===== src/rtl/vga_timing_gen.sv =====
// vga_timing_gen: 640x480@60 raster counters, zero-skew sync/status and a one-pixel-delayed colour output stage
module vga_timing_gen #(
    parameter int H_DISPLAY = 640,
    parameter int H_FP = 16,
    parameter int H_SYNC = 96,
    parameter int H_BP = 48,
    parameter int V_DISPLAY = 480,
    parameter int V_FP = 10,
    parameter int V_SYNC = 2,
    parameter int V_BP = 33,
    parameter int DIV = 1,
    parameter logic SYNC_POL = 1'b0,
    parameter logic [2:0] BG_RGB = 3'b000
) (
    input logic clk,
    input logic reset,
    input logic graph_on,
    input logic [2:0] graph_rgb,
    output logic [9:0] pix_x,
    output logic [9:0] pix_y,
    output logic p_tick,
    output logic video_on,
    output logic hsync,
    output logic vsync,
    output logic line_start,
    output logic frame_start,
    output logic [2:0] rgb_o,
    output logic hsync_o,
    output logic vsync_o,
    output logic de_o
);
    localparam logic [9:0] H_MAX = 10'(H_DISPLAY + H_FP + H_SYNC + H_BP - 1);
    localparam logic [9:0] V_MAX = 10'(V_DISPLAY + V_FP + V_SYNC + V_BP - 1);
    localparam logic [9:0] H_VIS = 10'(H_DISPLAY);
    localparam logic [9:0] V_VIS = 10'(V_DISPLAY);
    localparam logic [9:0] HS_FIRST = 10'(H_DISPLAY + H_FP);
    localparam logic [9:0] HS_LAST = 10'(H_DISPLAY + H_FP + H_SYNC - 1);
    localparam logic [9:0] VS_FIRST = 10'(V_DISPLAY + V_FP);
    localparam logic [9:0] VS_LAST = 10'(V_DISPLAY + V_FP + V_SYNC - 1);
    localparam logic [3:0] DIV_MAX = 4'(DIV - 1);

    logic [3:0] div_cnt_q, div_cnt_d;
    logic [9:0] pix_x_q, pix_x_d, pix_y_q, pix_y_d;
    logic video_on_q, video_on_d, hsync_q, hsync_d, vsync_q, vsync_d;
    logic p_tick_q, p_tick_d, line_start_q, line_start_d, frame_start_q, frame_start_d;
    logic [2:0] rgb_o_q, rgb_o_d;
    logic hsync_o_q, hsync_o_d, vsync_o_q, vsync_o_d, de_o_q, de_o_d;
    logic adv, x_wrap;

    // status flops are fed from the next coordinates so they never lag pix_x/pix_y
    always_comb begin
        adv = div_cnt_q == DIV_MAX;
        x_wrap = pix_x_q == H_MAX;
        div_cnt_d = adv ? 4'd0 : div_cnt_q + 4'd1;
        pix_x_d = !adv ? pix_x_q : (x_wrap ? 10'd0 : pix_x_q + 10'd1);
        pix_y_d = !(adv && x_wrap) ? pix_y_q : (pix_y_q == V_MAX ? 10'd0 : pix_y_q + 10'd1);
        video_on_d = pix_x_d < H_VIS && pix_y_d < V_VIS;
        hsync_d = (pix_x_d >= HS_FIRST && pix_x_d <= HS_LAST) ? SYNC_POL : ~SYNC_POL;
        vsync_d = (pix_y_d >= VS_FIRST && pix_y_d <= VS_LAST) ? SYNC_POL : ~SYNC_POL;
        p_tick_d = adv;
        line_start_d = adv && pix_x_d == 10'd0;
        frame_start_d = adv && pix_x_d == 10'd0 && pix_y_d == 10'd0;
        rgb_o_d = !adv ? rgb_o_q : (!video_on_q ? 3'b000 : (graph_on ? graph_rgb : BG_RGB));
        hsync_o_d = adv ? hsync_q : hsync_o_q;
        vsync_o_d = adv ? vsync_q : vsync_o_q;
        de_o_d = adv ? video_on_q : de_o_q;
    end

    always_ff @(posedge clk or negedge reset) begin
        if (!reset) begin
            div_cnt_q <= 4'd0;
            pix_x_q <= H_MAX;
            pix_y_q <= V_MAX;
            video_on_q <= 1'b0;
            hsync_q <= ~SYNC_POL;
            vsync_q <= ~SYNC_POL;
            p_tick_q <= 1'b0;
            line_start_q <= 1'b0;
            frame_start_q <= 1'b0;
            rgb_o_q <= 3'b000;
            hsync_o_q <= ~SYNC_POL;
            vsync_o_q <= ~SYNC_POL;
            de_o_q <= 1'b0;
        end else begin
            div_cnt_q <= div_cnt_d;
            pix_x_q <= pix_x_d;
            pix_y_q <= pix_y_d;
            video_on_q <= video_on_d;
            hsync_q <= hsync_d;
            vsync_q <= vsync_d;
            p_tick_q <= p_tick_d;
            line_start_q <= line_start_d;
            frame_start_q <= frame_start_d;
            rgb_o_q <= rgb_o_d;
            hsync_o_q <= hsync_o_d;
            vsync_o_q <= vsync_o_d;
            de_o_q <= de_o_d;
        end
    end

    assign pix_x = pix_x_q;
    assign pix_y = pix_y_q;
    assign p_tick = p_tick_q;
    assign video_on = video_on_q;
    assign hsync = hsync_q;
    assign vsync = vsync_q;
    assign line_start = line_start_q;
    assign frame_start = frame_start_q;
    assign rgb_o = rgb_o_q;
    assign hsync_o = hsync_o_q;
    assign vsync_o = vsync_o_q;
    assign de_o = de_o_q;
endmodule


===== config.mk =====
export PLATFORM = sky130hd
export DESIGN_NAME = vga_timing_gen
export DESIGN_NICKNAME = d
export VERILOG_FILES = /design/src/rtl/vga_timing_gen.sv
export SDC_FILE = /design/constraint.sdc
export NUM_CORES = 1
export LEC_CHECK = 0
export CAP_MARGIN = 20
export CORE_ASPECT_RATIO = 1.1
export CORE_MARGIN = 5
export CORE_UTILIZATION = 25
export CTS_BUF_LIST = sky130_fd_sc_hd__clkbuf_2
export CTS_CLUSTER_SIZE = 25
export DETAILED_ROUTE_END_ITERATION = 6
export DONT_BUFFER_PORTS = 1
export PLACE_DENSITY = 0.45
export REMOVE_ABC_BUFFERS = 1
export SLEW_MARGIN = 30
export SYNTH_ARGS = -nofsm -noshare
export SYNTH_HDL_FRONTEND = slang
export SYNTH_SLANG_ARGS = --single-unit

===== constraint.sdc =====
create_clock -name clk -period 2.8 [get_ports clk]
set_input_delay 0.56 -clock clk [delete_from_list [all_inputs] [get_ports clk]]
set_output_delay 0.56 -clock clk [all_outputs]
set_load 0.01 [all_outputs]

==> run metrics <==
Global Route Usage Sum 11.4%; first-pass GRT wire length 8070 um; I/O Buffers 0; main flop type after synthesis dfrtp_1; Clock Tree Root clkbuf_2; wire length per cell 16.2 um; pwr dens 366 mW/mm2; maximum vdd drop 0.111 mV; Final Max Slew Viols 0; Worst Clk Skew around 0.0084 ns; H-tree depth 2; number of synthesized flops with an enable pin 0; routability cong. between 0.8 and 0.9; DP Area around 0.0021 mm2; diode count 0; Yosys warning total 0; largest net degree at the start of global routing 37; Post-synth top cells 28 x nand2_1, 22 x dfrtp_1, 14 x dfstp_2; Clk Latency, worst-skew pair 0.40 ns; Starting Density 25.3%; clock-pin slew on the worst setup and hold paths 0.20 ns; Synth top area share 29.6%; share of cells above drive strength 1 24.8%; Final Core Density ~30%; Period minus WS final around 2.6 ns; core area 0.00735 mm2; critical path's top delay family simple AND/OR/NAND/NOR gates; maxcap violations 0; Buf/Inv on CP 2; number of setup violations in the final report 0; post-synthesis async set-or-reset flop share 100%; status finished, final reports clean; CP Data Required Time 3.12 ns; leakage 0.926 nW; initial antenna violation count 0; CP startpoint kind flip-flop; I/O pin cnt 38; CTS Sinks 36; num rows 33; fin area 0.00217 mm2; final hold slack 0.278 ns; CP Cell Sequence inv_1 > ha_1 > or3b_4 > clkinv_4 > nand4_1 > xnor2_1 > a2111o_1 > or4_4 > nor4_2; setup TNS 0 ns; synth top area cells dfrtp_1 30%, dfstp_2 20%, nand2_1 5.7%, xnor2_1 5.2%, ha_1 3.4%; synthesized area per cell slightly below 10 um2; critical-path maximum fanout 14; Seq/Total Area, Yosys between 40% and 50%; Crit path largest cell delay 0.44 ns; Area growth, synth to finish 16.9%; final hold viol count 0; most common cell in the netlist nand2_1; unrepaired setup endpoints after global routing no; FF+latch count, synth 36; via/cell ratio a little under 5; via count 1,486; vias in the first global route around 1,600; clk buf depth 2; total congestion overflow 0; crit path DAT 2.94 ns; Crit-path slowest cell dfrtp_1; CTS tree done; Slew HR 74.9%; 1st-pass router iterations 4; total CTS buffers 5; crit share post-route 93.4%; WS Path Type reg -> reg; routed wire length 4890 um; drt first-iter violations 74; Post-Syn Area 0.00186 mm2; fmax 382 MHz; nets@finish 224; Hold Crit Class in -> reg; area leader, netlist dfrtp_1; height of the die 100 um; unique cell type count in the Yosys netlist 46; post-route DRC violation count 0; die area ~0.0093 mm2; Antenna Violating Nets Remaining 0; crit end category flip-flop; Die X 92.2 um; synthesized netlist cell count around 190; Post-DP HPWL 3700 um; worst reg2reg setup slack 0.18 ns; slew at the pin closest to its max-slew limit 0.374 ns
==> state kept, by name, summed over array words and instances (netlist names), 3 cells and up <==
name       cells
div_cnt_q      4
pix_x         10
pix_y         10
rgb_o          3
==> what timing repair did <==
item,in CTS,in global routing
hold buffers,2,0
gates resized for setup,0,1
hold endpoints to repair,36,0
buffers inserted,0,2
endpoints found under the setup margin,0,3
==> layout make-up <==
class,count,area (um2)
Clock buffer,6,30.0
Multi-Input combinational cell,134,857
Clock inverter,2,11.3
Timing Repair Buffer,24,195
Sequential cell,36,918
Fill cell,786,5180
Tap cell,87,109
Inverter,12,50.0
==> worst paths after layout <==
kind                                         from                     end  cells past startpoint
hold / removal                           graph_on    rgb_o[1]$_DFFE_PN0N_                      2
hold reg to reg            div_cnt_q[0]$_DFF_PN0_  div_cnt_q[0]$_DFF_PN0_                      1
max in group asynchronous                   reset     vsync_o$_DFFE_PN1N_                      2
min in group asynchronous                   reset      pix_x[7]$_DFF_PN0_                      2
setup reg to reg           div_cnt_q[1]$_DFF_PN0_   frame_start$_DFF_PN0_                      9
setup / recovery           div_cnt_q[1]$_DFF_PN0_   frame_start$_DFF_PN0_                      9
==> where the power goes <==
| group | internal (mW) | switching [mW] | total, mW |
|---|---|---|---|
| logic | 0.00499 | 0.0117 | 0.0167 |
| clock network | 0.0623 | 0.190 | 0.252 |
| registers | 0.524 | 0.00244 | 0.526 |
| total | 0.591 | 0.204 | 0.795 |
==> cells in the final DEF, fill, tap and decap left out, types with 2 or more instances in the layout <==
| cell | Yosys | routed |
|---|---|---|
| nand2_1 | 28 | 28 |
| dfrtp_1 | 22 | 22 |
| buf_4 | 1 | 22 |
| dfstp_2 | 14 | 14 |
| o21ai_0 | 12 | 12 |
| nand3_1 | 12 | 12 |
| inv_1 | 11 | 11 |
| nor2_1 | 11 | 11 |
| xnor2_1 | 11 | 11 |
| nand4_1 | 8 | 8 |
| clkbuf_2 | 0 | 6 |
| ha_1 | 5 | 5 |
| nor3_1 | 4 | 4 |
| or4_1 | 3 | 3 |
| o211ai_1 | 3 | 3 |
| and4_1 | 2 | 2 |
| nor4_2 | 2 | 2 |
| and3_1 | 2 | 2 |
| mux2_2 | 2 | 2 |
| xor2_1 | 2 | 2 |
| o21a_1 | 2 | 2 |
| nor4b_1 | 2 | 2 |
| nand4b_1 | 2 | 2 |
==> cells by family (layout without fill, tap and decap cells) <==
kind of cell / after synthesis / in the layout / synth area share (%)
buffers and inverters: 18 / 44 / 4.51
and+or+nand+nor: 86 / 86 / 25.1
muxes: 3 / 3 / 1.75
adders and majority gates: 5 / 5 / 3.37
xor gates and xnor gates: 13 / 13 / 6.13
DFF: 36 / 36 / 49.5
AOI/OAI and AO/OA: 27 / 27 / 9.64
==> per-stage QoR <==
step                      power [mW]  instances  worst slack, ns
after floorplan                0.536        182            0.139
after global placement         0.537        289            0.133
after detailed placement       0.537        289           0.0673
after CTS                      0.811        299           0.0300
after global routing           0.836        301          0.00520
final                          0.795        301            0.184
==> layer usage <==
| metal | vias up | routed length (um) | track usage [%] |
|---|---|---|---|
| li1 | 724 | - | - |
| met1 | 704 | 2040 | 13.3 |
| met2 | 47 | 2400 | 19.2 |
| met3 | 11 | 317 | 3.45 |
| met4 | 0 | 131 | 5.49 |
| met5 | - | 0 | 0 |
(Power assumes the default switching activity.)
